[src/rtl/seven_seg_scan.sv]
// seven_seg_scan: multiplexed 4-digit seven-segment driver with per-frame snapshot,
// dead-time blanking, sign/overflow digit and optional leading-zero suppression.
module seven_seg_scan #(
   parameter int REFRESH_DIV = 12500,
   parameter int DEAD_CYC    = 64,
   parameter bit LZ_BLANK    = 1'b1
) (
   input  logic        clk,
   input  logic        reset,
   input  logic [15:0] digits,
   input  logic        ovf,
   output logic [6:0]  seg,
   output logic [3:0]  anode,
   output logic        frame_tick
);
   localparam int CW = $clog2(REFRESH_DIV);
   logic [CW-1:0] cnt;
   logic [1:0]    idx;
   logic          first;
   logic [15:0]   snap;
   logic          snap_ovf;
   logic          term, cap, dead, lz_hide;
   logic [3:0]    nib;
   logic [6:0]    seg_n;
   logic [3:0]    anode_n;
   function automatic logic [6:0] num(input logic [3:0] d);
      case (d)
         4'd0: num = 7'h40;
         4'd1: num = 7'h79;
         4'd2: num = 7'h24;
         4'd3: num = 7'h30;
         4'd4: num = 7'h19;
         4'd5: num = 7'h12;
         4'd6: num = 7'h02;
         4'd7: num = 7'h78;
         4'd8: num = 7'h00;
         4'd9: num = 7'h10;
         default: num = 7'h7F;
      endcase
   endfunction
   // first is set by reset so the very first edge after release takes a snapshot
   always_comb begin
      term    = cnt == CW'(REFRESH_DIV - 1);
      cap     = first | (term & (idx == 2'd3));
      dead    = cnt < CW'(DEAD_CYC);
      nib     = snap[{idx, 2'b00} +: 4];
      lz_hide = LZ_BLANK && snap[11:8] == 4'd0 && (idx == 2'd2 || (idx == 2'd1 && snap[7:4] == 4'd0));
      seg_n   = dead ? 7'h7F :
                idx == 2'd3 ? (snap_ovf ? 7'h06 : nib == 4'hE ? 7'h3F : num(nib)) :
                lz_hide ? 7'h7F : num(nib);
      anode_n = dead ? 4'b1111 : ~(4'b0001 << idx);
   end
   always_ff @(posedge clk or negedge reset) begin
      if (!reset) begin
         cnt        <= '0;
         idx        <= 2'd0;
         first      <= 1'b1;
         snap       <= 16'hF000;
         snap_ovf   <= 1'b0;
         seg        <= 7'h7F;
         anode      <= 4'b1111;
         frame_tick <= 1'b0;
      end else begin
         cnt        <= term ? '0 : cnt + 1'b1;
         idx        <= term ? idx + 2'd1 : idx;
         first      <= 1'b0;
         frame_tick <= cap;
         snap       <= cap ? digits : snap;
         snap_ovf   <= cap ? ovf : snap_ovf;
         seg        <= seg_n;
         anode      <= anode_n;
      end
   end
endmodule

[config.mk]
export PLATFORM = sky130hd
export DESIGN_NAME = seven_seg_scan
export DESIGN_NICKNAME = d
export VERILOG_FILES = /design/src/rtl/seven_seg_scan.sv
export SDC_FILE = /design/constraint.sdc
export NUM_CORES = 1
export LEC_CHECK = 0
export CAP_MARGIN = 15
export CORE_AREA = 2 2 64 66
export CTS_BUF_LIST = sky130_fd_sc_hd__clkbuf_2
export DETAILED_ROUTE_END_ITERATION = 8
export DIE_AREA = 0 0 66 68
export PLACE_DENSITY = 0.83
export SYNTH_ARGS = -nofsm -noshare
export SYNTH_HDL_FRONTEND = slang
export SYNTH_SLANG_ARGS = --single-unit
[constraint.sdc]
create_clock -name clk -period 5.2 [get_ports clk]
set_input_delay 0.78 -clock clk [delete_from_list [all_inputs] [get_ports clk]]
set_output_delay 0.78 -clock clk [all_outputs]
set_load 0.01 [all_outputs]
Word level (Yosys, flattened, before mapping)
Memory sizes are Yosys's and may differ from the RTL's.
Cells that the tools add are included.

cells by class
  $add $sub $neg = 2
  magnitude comparators = 1
  equality and inequality tests = 5
  shifts and indexed selects = 2
  mux-type cells = 7
  bitwise operators = 3
  reduce and logical (&&, ||, !) cells = 5

operator list
  cell                                                                            count
  7-bit two-way mux                                                               5
  16-bit by 5-bit variable part select with 4-bit output                          1
  14-bit by 1-bit adder with 14-bit output (second input constant)                1
  14-bit == test (second input constant)                                          1
  14-bit by 7-bit less-than comparator with 1-bit output (second input constant)  1
  14-bit two-way mux                                                              1
  4-bit logical NOT                                                               2
  2-bit == test (second input constant)                                           2
  4-bit == test (second input constant)                                           1
  4-bit two-way mux                                                               1
  4-bit NOT                                                                       1
  1-bit by 2-bit << shifter with 4-bit output (first input constant)              1
  2-bit by 1-bit adder with 2-bit output (second input constant)                  1
  2-bit by 1-bit == test with 1-bit output (second input constant)                1
  1-bit logical AND                                                               2
  1-bit AND                                                                       1
  1-bit logical OR                                                                1
  1-bit OR                                                                        1

storage, ports and cells
  flip-flop bits (word level) = 46
  bits in read-only memories = 224
  input bits = 19
  output and inout bits = 12
  memories kept = 2

memories
  name              depth  width  read ports  clocked after memory_dff  write ports  line  source
  (name not given)  16     7      1           0                         0            27    case (d)
  (name not given)  16     7      1           0                         0            27

Depth between registers and ports, before layout
Gate-level depths: netlist of the first run.

  depth after elaboration = 7
  mapped depth = 7
  depth with buffers taken out = 6

Least setup slack after synthesis of the first run
No wires, ideal clock.

  kind = register to register
  from = reg idx[0]
  to = reg seg[5]
  library setup time = 0.078 ns
  arrival = 2.024 ns
  required time = 5.122 ns
  slack = 3.098 ns
  cell stages (with the launch flop) = 6
  buffers on the path = 1
  cell sequence = dfrtp_1 buf_2 mux4_2 ha_1 or3b_2 a31o_2

on the way
  longest elaborated chain between the ends = 7

RTL lines
  what                                                                            line  source
  start: declaration                                                              18    logic [1:0] idx;
  start signal: assignment                                                        65    idx <= term ? idx + 2'd1 : idx;
  parallel branches: the longest is 5 deep, another holds memory read 16 x 7 bit  --
  7-bit two-way mux *                                                             49    idx == 2'd3 ? (snap_ovf ? 7'h06 : nib == 4'hE ? 7'h3F : num(nib)) :
  7-bit two-way mux *                                                             48    seg_n = dead ? 7'h7F :
  net seg_n[5]                                                                    24    logic [6:0] seg_n;
  end signal: assignment                                                          70    seg <= seg_n;
  end: declaration                                                                12    output logic [6:0] seg,

Mark *: on every way through the listed nets, which the timed path passes.
A chain may end at the register's enable or synchronous reset.

Final worst setup path of the first run
  from = reg cnt[9]
  to = reg snap[8]

on the way
  longest elaborated chain between the ends = 3

RTL lines
  what                      line  source
  start: declaration        17    logic [CW-1:0] cnt;
  start signal: assignment  64    cnt <= term ? '0 : cnt + 1'b1;
  14-bit == test            43    term = cnt == CW'(REFRESH_DIV - 1);
  1-bit AND                 44    cap = first | (term & (idx == 2'd3));
  1-bit OR                  44
  end signal: assignment    68    snap <= cap ? digits : snap;
  end: declaration          20    logic [15:0] snap;

No other way between the ends.

==> impl_metrics.csv, run 1 <==
group,metric,value,unit
run_status,status,"complete, no violations",
worst_setup_path,crit_fanout,18,
worst_setup_path,cp_num_buf_inv,0,
detailed_routing,num_vias,1497,
timing,period_share,49.5,%
timing,slew_viol_final,0,
logic_synthesis,synth_cells,182,
worst_setup_path,critPathKind,"flop to flop",
layout,antennaDiodeCount,0,
cts,cts_resized,0,
logic_synthesis,synth_top_family_by_area,"multiplexers",
logic_synthesis,ys.flop_type,"dfrtp_1",
floorplan,dieArea,4490,µm²
worst_setup_path,slowest_delay,580,ps
worst_setup_path,arrival,2900,ps
logic_synthesis,yosys.area_share.simple,13.6,%
power_and_ir_drop,p_per_area,232,nW/µm²
logic_synthesis,ys_seq_elements,46,
placement,io_buffer_count,30,
power_and_ir_drop,leakage,0.00108,µW
logic_synthesis,synth_edf_count,0,
power_and_ir_drop,irDropWorstVdd,0.189,mV
floorplan,initial_core_util,58.7,%
timing,rsz0062_at_grt,"no",
cts,cts_max_level,2,
global_routing,grt_max_degree,47,
global_routing,gr-usage-met1,25.0,%
worst_setup_path,slowest_stage,"nor4_4",
logic_synthesis,synth_area_leaders,"dfrtp_1, dfstp_2, ha_1, mux2_4, mux2_2",
worst_setup_path,cp-end-kind,"flop",
logic_synthesis,synth_top_area_cell,"dfrtp_1",
flow_run,cap_violations,0,
logic_synthesis,syn_avg_cell_area,12.4,µm²
detailed_routing,wl_per_cell,14.8,µm
worst_setup_path,regToRegEndpoint,"snap[8]$_DFFE_PN0P_",
hold_path,hp-class,"input pin to asynchronous set/reset pin",
worst_setup_path,cp_cell_sequence,"or4_4 > nor4_4 > a21oi_2 > mux2_4",
timing,fmax,388,MHz
layout,postLayoutCoreUtil,68.1,%
detailed_routing,route.detailed.drc,0,
cts,insertion_delay,410,ps
placement,routabilityCongestion,0.871,
global_routing,grt_pass1_wl,6.50,mm
logic_synthesis,netlist_area,2260,µm²
detailed_routing,firstDrtPassIters,4,
floorplan,num_rows,23,
logic_synthesis,yosys_warnings,0,
global_routing,overflow,0,
timing,hold_viol,0,
timing,setup_viol,0,
cts,cts_setup_buffers,0,
timing,finalSetupTns,0,ps
worst_setup_path,r2r-start,"cnt[9]$_DFF_PN0_",
detailed_routing,viasPerCell,5.69,
layout,layout-drive-gt1-share,25.8,%
cts,cts_hold_buf,0,
logic_synthesis,synth_cell_types,42,
cts,cts.sinks,46,
timing,period_needed,2580,ps
logic_synthesis,synth.mux.area_fraction,13.9,%
logic_synthesis,syn-num-nets,212,
logic_synthesis,synthArstFlopShare,100,%
global_routing,grt_pass1_vias,1460,
logic_synthesis,synth_top_area_share,33.2,%
floorplan,dieHeight,68,µm
global_routing,grt_use_met3,4.77,%
placement,hpwl,2.89,mm
cts,cts_buffers,5,
detailed_routing,drt_iter0_markers,64,
detailed_routing,totalWireLength,3.91,mm
worst_setup_path,crit_required,5520,ps
worst_setup_path,crit_start,"cnt[9]$_DFF_PN0_",
cts,cts_root_buf,"clkbuf_2",
logic_synthesis,synthXorXnorAreaFrac,4.26,%
timing,tightest_slew,1140,ps
timing,clock_skew,16.9,ps
floorplan,ioPinCount,31,
floorplan,core_area,3860,µm²
worst_setup_path,critPathTopFamily,"simple AND/OR/NAND/NOR gates",
global_routing,track_usage,19.4,%
layout,fillers,294,
cts,cts_tree,"done",
logic_synthesis,synth_seq_area_share,51.8,%
global_routing,met2_usage,31.7,%
detailed_routing,antenna_left,0,
floorplan,die_w,66,µm
layout,syn_to_final_growth,16.0,%
cts,clkTransAtPathRegs,220,ps
worst_setup_path,crit_path_start_kind,"flop",
logic_synthesis,synth_adder_area_share,6.08,%
layout,nNetsFinal,242,
worst_setup_path,reg2reg_depth,4,
cts,cts_max_path_buffers,2,
worst_setup_path,rrSetupSlack,2620,ps
global_routing,antenna_found_initial,0,
timing,slew_headroom,23.8,%
global_routing,gr-max-usage-layer,"met2",
logic_synthesis,synth_compound_area_share,7.41,%
-- metrics by stage --
stage	total power (µW)	setup WS [ps]	instances	hold slack [ps]	instance area (µm²)
after floorplan	437	3100	182	451	2260
after global placement	463	2770	255	480	2580
after detailed placement	468	2660	255	488	2580
after CTS	614	2640	263	500	2630
after global routing	636	2500	263	517	2630
final	608	2620	263	489	2630
-- how the worst max path moves through the flow --
| stage | endpoint | slack (ps) | depth (start not counted) |
|---|---|---|---|
| final | snap[8]$_DFFE_PN0P_ | 2620 | 4 |
| after detailed placement | snap[8]$_DFFE_PN0P_ | 2660 | 4 |
| after CTS | snap[8]$_DFFE_PN0P_ | 2640 | 4 |
| after global routing | snap[6]$_DFFE_PN0P_ | 2500 | 4 |
| after global placement | snap[10]$_DFFE_PN0P_ | 2770 | 4 |
| after floorplan | seg[5]$_DFF_PN1_ | 3100 | 5 |
-- cells by family (layout without fill, tap and decap cells) --
family	Yosys count	after routing
fa+ha+maj	11	11
other cells	1	1
compound gates	25	25
flops	46	46
buf+inv	14	45
mux	21	21
xor+xnor	11	11
simple gates	53	53
-- flip-flops by register name (all words and copies together) (netlist names) --
| register | count |
|---|---|
| snap | 16 |
| cnt | 14 |
| seg | 7 |
| anode | 4 |
| idx | 2 |
| first | 1 |
| frame_tick | 1 |
| snap_ovf | 1 |
-- layout make-up --
| cell class | instances | area [µm²] | share of cell area, % |
|---|---|---|---|
| Clock buffer | 6 | 30.0 | 1.14 |
| Clock inverter | 2 | 12.5 | 0.477 |
| Inverter | 7 | 26.3 | 1.00 |
| Multi-Input combinational cell | 122 | 1030 | 39.1 |
| Sequential cell | 46 | 1170 | 44.6 |
| Tap cell | 50 | 62.6 | 2.38 |
| Timing Repair Buffer | 30 | 295 | 11.2 |
-- power by group --
group | leakage [µW] | internal [µW] | switching (µW)
Combinational | 0.000509 | 42.7 | 33.6
Sequential | 0.000541 | 375 | 10.3
Clock | 0.0000310 | 35.7 | 110
Total | 0.00108 | 454 | 154
-- layout by cell type, fill, tap and decap left out, types with 2 or more instances in the layout --
master,instances
xnor2_1,8
clkbuf_2,6
nor4_1,2
and3_1,3
clkdlybuf4s50_1,29
nor2_1,7
nand4_1,4
inv_1,7
mux4_2,4
nand2b_1,3
xor2_1,3
mux2_4,9
a21oi_1,4
o21ai_0,8
dfstp_2,16
ha_1,11
nand3_1,7
nor2b_1,2
nand3b_1,2
a31o_2,5
dfrtp_1,30
nand2_1,13
a21o_1,2
mux2_2,8
-- cells in the mapped netlist (3+ instances only) --
library cell,number
o21ai_0,8
inv_1,7
a31o_2,5
nand2b_1,3
buf_2,3
nand2_1,13
a21oi_1,4
nor2_1,7
ha_1,11
xnor2_1,8
and3_1,3
nand3_1,7
clkbuf_1,3
nand4_1,4
dfstp_2,16
mux2_2,8
dfrtp_1,30
mux2_4,9
mux4_2,4
xor2_1,3
-- per-layer routing --
layer / vias up / share of wire [%]
met4: 0 / 1.7
met1: 742 / 44
met2: 45 / 50
met5: - / 0
li1: 704 / -
met3: 6 / 4.6
No activity file was read; power rests on OpenSTA's default activity.
==> run 2, diff against run 1 <==
Settings changed: CORE_AREA 2 2 64 66 to 2 2 67 69, DIE_AREA 0 0 66 68 to 0 0 69 71, PLACE_DENSITY 0.83 to 0.76.
Clock period 5.2 ns to 2.5 ns, I/O delays scaled along.
==> impl_metrics.csv, run 2 (synthesis results as in run 1) <==
group,metric,value,unit
worst_setup_path,crit_start,"cnt[0]$_DFF_PN0_",
cts,cts_max_path_buffers,2,
detailed_routing,firstDrtPassIters,5,
detailed_routing,antenna_left,0,
detailed_routing,num_vias,1466,
cts,cts_buffers,5,
layout,layout.cells.non_filler,268,
power_and_ir_drop,leakage,0.00109,µW
floorplan,dieHeight,71,µm
worst_setup_path,rrSetupSlack,200,ps
floorplan,core_area,4200,µm²
hold_path,hp-class,"input pin to asynchronous set/reset pin",
cts,cts_max_level,2,
power_and_ir_drop,irDropWorstVdd,0.338,mV
cts,cts_hold_buf,0,
placement,dpl-instance-area,2610,µm²
global_routing,grt_pass1_vias,1538,
layout,fin_area,2650,µm²
worst_setup_path,cp_cell_sequence,"ha_1 > nand4bb_1 > nor4_4 > a21oi_2 > mux2_2",
placement,dp.cells,260,
worst_setup_path,regToRegEndpoint,"snap[5]$_DFFE_PN0P_",
run_status,status,"complete, no violations",
detailed_routing,totalWireLength,3.95,mm
cts,cts_setup_buffers,0,
global_routing,gr-usage-met1,24.1,%
placement,routabilityCongestion,0.845,
power_and_ir_drop,p_total,1260,µW
power_and_ir_drop,p_per_area,477,nW/µm²
cts,insertion_delay,410,ps
global_routing,grt_pass1_wl,7.02,mm
cts,clkTransAtPathRegs,210,ps
timing,slew_viol_final,0,
layout,layout-drive-gt1-share,27.3,%
timing,fmax,434,MHz
timing,period_needed,2300,ps
detailed_routing,wl_per_cell,14.8,µm
worst_setup_path,critPathKind,"flop to flop",
worst_setup_path,slowest_stage,"a21oi_2",
worst_setup_path,r2r-start,"cnt[0]$_DFF_PN0_",
layout,reg.largest.list,"snap (16), cnt (14), seg (7)",
placement,hpwl,2.92,mm
layout,largest_reg_flops,16,
worst_setup_path,crit_path_start_kind,"flop",
worst_setup_path,reg2reg_depth,5,
timing,hold_viol,0,
cts,cts.sinks,46,
global_routing,gr-max-usage-layer,"met2",
timing,slew_headroom,24.2,%
cts,cts_resized,0,
global_routing,grt_use_met3,5.13,%
floorplan,die_w,69,µm
timing,clock_skew,13.1,ps
timing,setup_viol,0,
floorplan,num_rows,24,
cts,cts_root_buf,"clkbuf_2",
timing,rsz0062_at_grt,"no",
global_routing,track_usage,18.0,%
floorplan,dieArea,4900,µm²
floorplan,ioPinCount,31,
worst_setup_path,arrival,2630,ps
worst_setup_path,crit_end,"snap[5]$_DFFE_PN0P_",
worst_setup_path,slowest_delay,850,ps
timing,period_share,92.2,%
global_routing,antenna_found_initial,0,
global_routing,grt_max_degree,47,
layout,largest_register,"snap",
global_routing,met2_usage,28.4,%
detailed_routing,viasPerCell,5.47,
flow_run,cap_violations,0,
layout,nNetsFinal,245,
detailed_routing,route.detailed.drc,0,
worst_setup_path,crit_fanout,18,
worst_setup_path,crit_required,2830,ps
layout,final_cell_mix,"dfrtp_1, clkdlybuf4s50_1, dfstp_2",
placement,io_buffer_count,30,
timing,finalSetupTns,0,ps
floorplan,initial_core_util,53.8,%
global_routing,overflow,0,
layout,syn_to_final_growth,17.1,%
timing,tightest_slew,1140,ps
detailed_routing,drt_iter0_markers,63,
layout,antennaDiodeCount,0,
layout,final_common_cell,"dfrtp_1",
worst_setup_path,cp-end-kind,"flop",
cts,cts_tree,"done",
run 2: metrics by stage:
| stage | hold WS (ps) | utilization (%) | setup WS [ps] |
|---|---|---|---|
| after global routing | 82.2 | 63.0 | 69.8 |
| after global placement | 476 | 62.0 | 290 |
| final | 70.7 | 63.0 | 195 |
| after floorplan | 79.4 | - | 398 |
| after detailed placement | 484 | 62.0 | 214 |
| after CTS | 83.4 | 63.0 | 188 |
run 2: how the worst min path moves through the flow:
stage	startpoint	to	slack, ps	depth (start not counted)
finish	reset	cnt[8]$_DFF_PN0_	70	1
global placement	cnt[5]$_DFF_PN0_	cnt[5]$_DFF_PN0_	480	1
floorplan	reset	cnt[0]$_DFF_PN0_	80	0
CTS	reset	idx[1]$_DFFE_PN0N_	80	1
global route	reset	cnt[11]$_DFF_PN0_	80	1
detailed placement	cnt[8]$_DFF_PN0_	cnt[8]$_DFF_PN0_	480	1
run 2: worst max-delay path, delay by kind of cell, from the launching register on:
family,cells,cell delay [ps]
multiplexers,1,430
AO/OA/AOI/OAI,1,850
AND/OR/NAND/NOR,2,220
flip-flops,1,480
adder cells (fa/ha/maj),1,240
run 2: area by class of cell:
class | instances | area (µm²)
Tap cell | 52 | 65.1
Multi-Input combinational cell | 122 | 1030
Timing Repair Buffer | 33 | 318
Clock inverter | 1 | 7.51
Clock buffer | 7 | 35.0
Inverter | 7 | 26.3
Fill cell | 325 | 1550
Sequential cell | 46 | 1170
run 2: power by group:
part	internal, µW	switching [µW]
logic	88.9	71.6
registers	781	23.8
clock network	77.3	223
run 2: layer usage:
| metal | up-vias | routed length [µm] |
|---|---|---|
| met3 | 6 | 213 |
| met5 | - | 0 |
| met4 | 0 | 61 |
| li1 | 709 | - |
| met2 | 50 | 1860 |
| met1 | 701 | 1820 |
